File: src/rtl/stb_dcache_arbiter.sv
`timescale 1ns/1ps
// -----------------------------------------------------------------------------
// stb_dcache_arbiter
//
// Shares a single data-cache port between LSU loads and store-buffer drains.
// A three-state FSM (IDLE / LOAD / STORE) grants one transaction at a time.
// The request payload is captured at grant time and held until the cache acks.
// Loads normally win over drains. A pending drain still gets the port when:
//   - the store buffer is full,
//   - STARVE_MAX loads in a row have been granted while it waited, or
//   - the load targets the same word as the store-buffer head (ordering).
//
// Ports
//   clk, rst_n                      clock, async active-low reset
//   lsu_req_i / lsu_addr_i          load request (held until lsu_ack_o)
//   lsu_ack_o / lsu_rdata_o         load completion and data (combinational)
//   stb_req_i / stb_addr_i /
//   stb_wdata_i / stb_sel_i         store-buffer head entry
//   stb_full_i                      store buffer full
//   stb_ack_o                       head entry written; store buffer pops
//   dcache_req_o / dcache_w_en_o    cache request and write enable
//   dcache_addr_o / dcache_wdata_o /
//   dcache_sel_o                    captured request payload
//   dcache_ack_i / dcache_rdata_i   cache completion and read data
// -----------------------------------------------------------------------------
module stb_dcache_arbiter #(
  parameter int ADDR_W     = 32,
  parameter int DATA_W     = 32,
  parameter int STARVE_MAX = 4
) (
  input  logic                clk,
  input  logic                rst_n,
  // LSU load port
  input  logic                lsu_req_i,
  input  logic [ADDR_W-1:0]   lsu_addr_i,
  output logic                lsu_ack_o,
  output logic [DATA_W-1:0]   lsu_rdata_o,
  // Store buffer drain port
  input  logic                stb_req_i,
  input  logic [ADDR_W-1:0]   stb_addr_i,
  input  logic [DATA_W-1:0]   stb_wdata_i,
  input  logic [DATA_W/8-1:0] stb_sel_i,
  input  logic                stb_full_i,
  output logic                stb_ack_o,
  // Data cache port
  output logic                dcache_req_o,
  output logic                dcache_w_en_o,
  output logic [ADDR_W-1:0]   dcache_addr_o,
  output logic [DATA_W-1:0]   dcache_wdata_o,
  output logic [DATA_W/8-1:0] dcache_sel_o,
  input  logic                dcache_ack_i,
  input  logic [DATA_W-1:0]   dcache_rdata_i
);

  localparam int SEL_W = DATA_W / 8;
  localparam int CNT_W = 3;
  localparam logic [CNT_W-1:0] STARVE_LIM = CNT_W'(STARVE_MAX);

  typedef enum logic [1:0] {
    S_IDLE  = 2'd0,
    S_LOAD  = 2'd1,
    S_STORE = 2'd2
  } state_e;

  state_e             state_q,  state_d;
  logic [ADDR_W-1:0]  addr_q,   addr_d;
  logic [DATA_W-1:0]  wdata_q,  wdata_d;
  logic [SEL_W-1:0]   sel_q,    sel_d;
  logic [CNT_W-1:0]   starve_q, starve_d;

  logic same_word;
  logic starved;
  logic grant_store;

  // Word-granular match: a load must not bypass a pending store to its word.
  assign same_word = (lsu_addr_i[ADDR_W-1:2] == stb_addr_i[ADDR_W-1:2]);
  assign starved   = (starve_q == STARVE_LIM);

  // Collapsed priority: the drain wins whenever it is pending and either a
  // forcing condition holds or there is no competing load.
  assign grant_store = stb_req_i &&
                       (stb_full_i || starved || (lsu_req_i && same_word) || !lsu_req_i);

  // NOTE: every next-state variable gets a hold default first, so no path
  // through this block leaves a signal unassigned and no latch is inferred.
  always_comb begin
    state_d  = state_q;
    addr_d   = addr_q;
    wdata_d  = wdata_q;
    sel_d    = sel_q;
    starve_d = starve_q;

    unique case (state_q)
      S_IDLE: begin
        if (grant_store) begin
          state_d  = S_STORE;
          addr_d   = stb_addr_i;
          wdata_d  = stb_wdata_i;
          sel_d    = stb_sel_i;
          starve_d = '0;
        end else if (lsu_req_i) begin
          state_d = S_LOAD;
          addr_d  = lsu_addr_i;
          wdata_d = '0;
          sel_d   = '1;
          // Only loads that overtake a waiting drain count toward starvation.
          if (stb_req_i && !starved) begin
            starve_d = starve_q + CNT_W'(1);
          end
        end
      end
      S_LOAD, S_STORE: begin
        // Requesters may drop mid-transaction; only the cache ack ends it.
        if (dcache_ack_i) begin
          state_d = S_IDLE;
        end
      end
      default: state_d = S_IDLE;
    endcase
  end

  // NOTE: state uses non-blocking assignments with an asynchronous active-low
  // reset, so every register updates together on the edge and reset takes
  // effect without a clock.
  always_ff @(posedge clk or negedge rst_n) begin
    if (!rst_n) begin
      state_q  <= S_IDLE;
      addr_q   <= '0;
      wdata_q  <= '0;
      sel_q    <= '0;
      starve_q <= '0;
    end else begin
      state_q  <= state_d;
      addr_q   <= addr_d;
      wdata_q  <= wdata_d;
      sel_q    <= sel_d;
      starve_q <= starve_d;
    end
  end

  // Cache-side outputs come straight from registers, so they are glitch-free
  // and stable for the whole transaction.
  assign dcache_req_o   = (state_q != S_IDLE);
  assign dcache_w_en_o  = (state_q == S_STORE);
  assign dcache_addr_o  = addr_q;
  assign dcache_wdata_o = wdata_q;
  assign dcache_sel_o   = sel_q;

  // Acks are qualified by state so a stray cache ack in IDLE is swallowed.
  assign lsu_ack_o   = dcache_ack_i && (state_q == S_LOAD);
  assign lsu_rdata_o = lsu_ack_o ? dcache_rdata_i : '0;
  assign stb_ack_o   = dcache_ack_i && (state_q == S_STORE);

endmodule

File: config.mk
export PLATFORM = sky130hd
export DESIGN_NAME = stb_dcache_arbiter
export DESIGN_NICKNAME = d
export VERILOG_FILES = /design/src/rtl/stb_dcache_arbiter.sv
export SDC_FILE = /design/constraint.sdc
export NUM_CORES = 1
export LEC_CHECK = 0
export ABC_AREA = 1
export BUFFER_PORTS_ARGS = -buffer_cell sky130_fd_sc_hd__buf_2
export CORE_MARGIN = 2
export CORE_UTILIZATION = 25
export DETAILED_ROUTE_END_ITERATION = 12
export GPL_TIMING_DRIVEN = 0
export MAX_ROUTING_LAYER = met4
export PLACE_DENSITY = 0.55
export SLEW_MARGIN = 25
export SYNTH_ARGS = -nofsm -noshare
export SYNTH_HDL_FRONTEND = slang
export SYNTH_SLANG_ARGS = --single-unit
File: constraint.sdc
create_clock -name clk -period 1.8 [get_ports clk]
set_input_delay 0.45 -clock clk [delete_from_list [all_inputs] [get_ports clk]]
set_output_delay 0.45 -clock clk [all_outputs]
set_load 0.02 [all_outputs]
# Yosys cells after proc, flatten, opt, wreduce, memory -nomap -nowiden
# Index checks and enable logic that the tools add are counted.
[word_totals] ff_bits=73 output_inout_bits=104 word_cells=44
[classes] addsub=1 eq_ne=6 mux=14 reduce_logical=18
[op_table] op="32-bit two-way mux" count=5
[op_table] op="30-bit equality test" count=1
[op_table] op="3-bit two-way mux" count=3
[op_table] op="4-bit two-way mux" count=2
[op_table] op="2-bit two-way mux" count=3
[op_table] op="2-bit nonzero test" count=3
[op_table] op="1-bit logical AND" count=5
[op_table] op="2-bit one-hot mux with 2 select lines" count=1
[op_table] op="2-bit AND reduction" count=2
[op_table] op="3-bit by 1-bit adder with 3-bit output, second input constant" count=1
[op_table] op="3-bit equality test, second input constant" count=1
[op_table] op="1-bit logical OR" count=3
[op_table] op="3-bit != test, second input constant" count=1
[op_table] op="3-bit AND reduction" count=1
[op_table] op="2-bit by 1-bit equality test with 1-bit output, second input constant" count=1
[op_table] op="2-bit equality test, second input constant" count=1
[op_table] op="1-bit logical NOT" count=2
[op_table] op="2-bit logical NOT" count=1
[op_table] op="2-bit != test, second input constant" count=1
[op_table] op="2-bit OR reduction" count=1

# Longest topological paths before layout
[depth] word_depth=7 ltp_mapped=14 depth_no_buf=13

# Worst setup path after synthesis
# No wires, ideal clock.
[synth_timing] path_type="reg2out" from="register state_q[1]" to="output port lsu_rdata_o[22]" arrival_ps=1176 t_required_ps=1350 path_slack_ps=174 path_stages_with_launch=6 n_path_buf=1 cell_sequence="dfrtp_1 -> inv_1 -> ha_1 -> nand2_1 -> clkbuf_1 -> nor2_1"
[synth_between] elab_chain_cells=3
[synth_lines] element="start: declaration" line="65" text="state_e state_q, state_d;"
[synth_lines] element="start signal: assignment" line="133" text="state_q <= state_d;"
[synth_lines] element="2-bit by 1-bit equality test with 1-bit output" line="150" text="assign lsu_ack_o = dcache_ack_i && (state_q == S_LOAD);"
[synth_lines] element="1-bit logical AND" line="150"
[synth_lines] element="32-bit two-way mux" line="151" text="assign lsu_rdata_o = lsu_ack_o ? dcache_rdata_i : '0;"
[synth_lines] element="end: declaration" line="37" text="output logic [DATA_W-1:0] lsu_rdata_o,"
# Every way passes these cells.

# Final worst setup path
[layout_timing] from="register state_q[1]" to="output port lsu_rdata_o[7]"
# The elaborated chain is that of the path after synthesis.

==> results.txt <==
status: finished, violations left
violated checks: negative setup slack
final setup margin: -0.105 ns
Pre-antenna DRT Iters: 5
Worst Max-Slew Pin Slew: 0.540 ns
flops & latches, synth: 73
final WL: 14.6 mm
register area share after synthesis: 43.2%
setup skew after layout: 0.00871 ns
Hold Crit Class: in2async
Max clock buf depth: 2
Final setup violation count: 35
layout cells sized above 1: 39.1%
IO Pins: 242
Die W: 134 microns
Net Sw Power: 4.39 mW
CTS tree: built
largest net degree at the start of global routing: 46
fin crit share: 106%
Final Cell Area: 6710 sq um
Clock Latency Late Sink: 0.34 ns
ys flop type: dfrtp_1
CP max FO: 7
Worst slew margin: 64.0%
global-route wire length before repair: 22.5 mm
GP Congestion: 0.783
register area: 1830 sq um
ys async rst share: 100%
hold_ws: 0.0390 ns
routed length per instance: 13.3 microns
Max Used Layer: met4
# Max-Cap Violations: 0
CTS HTree Levels: 3
crit path DAT: 1.46 ns
vias in the first global route: 4,464
syn nets: 752
min Tclk post-route: 1.91 ns
Detail Placement HPWL: 10.8 mm
clk root buf: clkbuf_16
FMAX: 525 MHz
Met1 Routed Length: 6.51 mm
starting density of the core: 25.5%
wire length on met2: 6.96 mm
Flop pwr share: 28.3%
VDD IR-drop max: 0.700 mV
DR vias/cell: 4.20
initial antenna violation count: 1
Post-Syn Instances: 609
Avg Cell Area, Syn: 6.94 sq um
Clock Pin Slew Worst Setup and Hold Paths: 0.06 ns
multi-input logic area: 2070 sq um
# rows: 47
Setup crit start kind: flop
clk sinks: 73
Fin. Hold Viols: 0
sw frac: 44.0%
fillcell total: 1,757
Critical Path End Type: output pin
yosys warns: 0
P&R area growth vs syn: 58.6%
Cell variety after synth: 24
pins over their slew limit: 0
DR vias: 4,618
drt drc: 0
DR iter-0 viols: 143
Clock power frac: 18.8%
internal cell power: 5.58 mW
met3 wire length: 1.06 mm
reg-to-reg startpoint: state_q[1]
die height: 134 microns
reg-to-reg slack, setup: 0.10 ns
die area: 18,000 sq um
Critical Path RT: 1.35 ns
Cell Pwr Density: 1490 nW/um^2
FF-to-FF path depth: 11
cts bufs inserted: 9
hold buffers post-CTS: 0
Core ar.: 16,600 sq um
Leak: 3.81 nW
nets: 1,016
Mapped Area: 4230 sq um
critical path class: reg2out
GRT Util Overall: 16.4%
Post-DP Area: 5740 sq um
RSZ-0062 raised after global routing: true
Routed Antenna Nets: 0
total gr overflow: 0
Gate power share: 52.9%
R2R Path End: state_q[1]
Post-synth EDFFs: 0
number of port buffers: 240
==> worst max path at each step <==
stage,start,endpoint,slack [ns]
2_1_floorplan,state_q[1],lsu_rdata_o[22],0.17
3_3_place_gp,rst_n,dcache_addr_o[9],-0.33
3_5_place_dp,stb_addr_i[29],dcache_addr_o[1],-0.24
4_1_cts,state_q[1],lsu_rdata_o[2],-0.10
5_1_grt,state_q[1],lsu_rdata_o[9],-0.17
6_report,state_q[1],lsu_rdata_o[7],-0.11
==> state kept, by name, indices dropped and copies added (netlist names) <==
| register | flops |
|---|---|
| dcache_wdata_o | 32 |
| dcache_sel_o | 4 |
| dcache_addr_o | 32 |
| state_q | 2 |
| starve_q | 3 |
==> cell usage after synthesis, drive strengths merged, types with 2 or more instances <==
cell type,count,area share [%]
xor2,5,1.0
o21ai,36,4.3
inv,111,9.9
nor2,45,4.1
ha,5,1.5
nand3,68,8.0
nand2,204,18
xnor2,18,3.7
clkbuf,15,1.3
a21oi,2,0.24
or2,4,0.59
dfrtp,73,43
buf,16,2.6
o22ai,4,0.59
==> kinds of logic after synthesis <==
logic type | synth area share (%)
AND/OR/NAND/NOR | 31.3
flip-flops | 43.2
buffers and inverters | 13.8
AO/OA/AOI/OAI | 5.44
XOR/XNOR | 4.76
adder cells (fa/ha/maj) | 1.48
==> layout make-up <==
class	instances	share of cell area (%)
Buffer	30	4.33
Clock inverter	6	1.01
Sequential cell	73	27.2
Tap cell	220	4.10
Timing Repair Buffer	254	22.6
Multi-Input combinational cell	394	30.8
Clock buffer	10	3.56
Antenna cell	1	0.0373
Inverter	111	6.29
==> layer usage <==
| metal | vias up | GRT usage, % |
|---|---|---|
| met5 | - | - |
| li1 | 2361 | - |
| met2 | 178 | 26.5 |
| met3 | 8 | 4.38 |
| met4 | 0 | 5.15 |
| met1 | 2071 | 20.2 |
==> what timing repair did <==
action                                  CTS  global route
resized for setup                        72           118
gates cloned                              1             1
hold endpoints to repair                  0             0
pin swaps                                 2             8
endpoints found under the setup margin   97           101
setup buffers                             6             5
==> critical path: stages (launching register included) <==
cell       delay [ns]
dfrtp_1          0.39
inv_2            0.09
ha_4             0.16
nand2_8          0.08
clkbuf_16        0.18
nor2_4           0.09
buf_6            0.12
==> power by group through the flow <==
| stage | registers (mW) | logic [mW] | clock network, mW |
|---|---|---|---|
| floorplan | 3.67 | 1.88 | 0 |
| global placement | 2.82 | 4.42 | 0 |
| detailed placement | 2.81 | 4.46 | 0 |
| CTS | 2.82 | 4.75 | 1.96 |
| global route | 2.92 | 5.79 | 2.03 |
| finish | 2.82 | 5.27 | 1.88 |
==> placed cells by master, fill, tap and decap left out, drive strengths merged <==
cell	instances
buf	276
nand2	204
inv	111
dfrtp	73
nand3	68
nor2	45
o21ai	36
xnor2	18
clkbuf	18
xor2	5
ha	5
o22ai	4
or2	4
clkinv	3
clkinvlp	2
a21oi	2
diode	1
nand4	1
a211oi	1
a22oi	1
bufinv	1
==> through the flow <==
stage               std cells  total power, mW  setup WS, ns  util (%)  setup TNS [ns]
floorplan                 609             5.55         0.174         -               0
global placement         1069             7.24        -0.332      34.4          -36.74
CTS                      1093             9.53        -0.102      37.9           -2.69
global route             1099             10.7        -0.172      40.4           -5.15
detailed placement       1070             7.27        -0.236      34.6          -12.95
finish                   1099             9.97        -0.105      40.4           -2.71
Power figures use the tool's default switching activity.
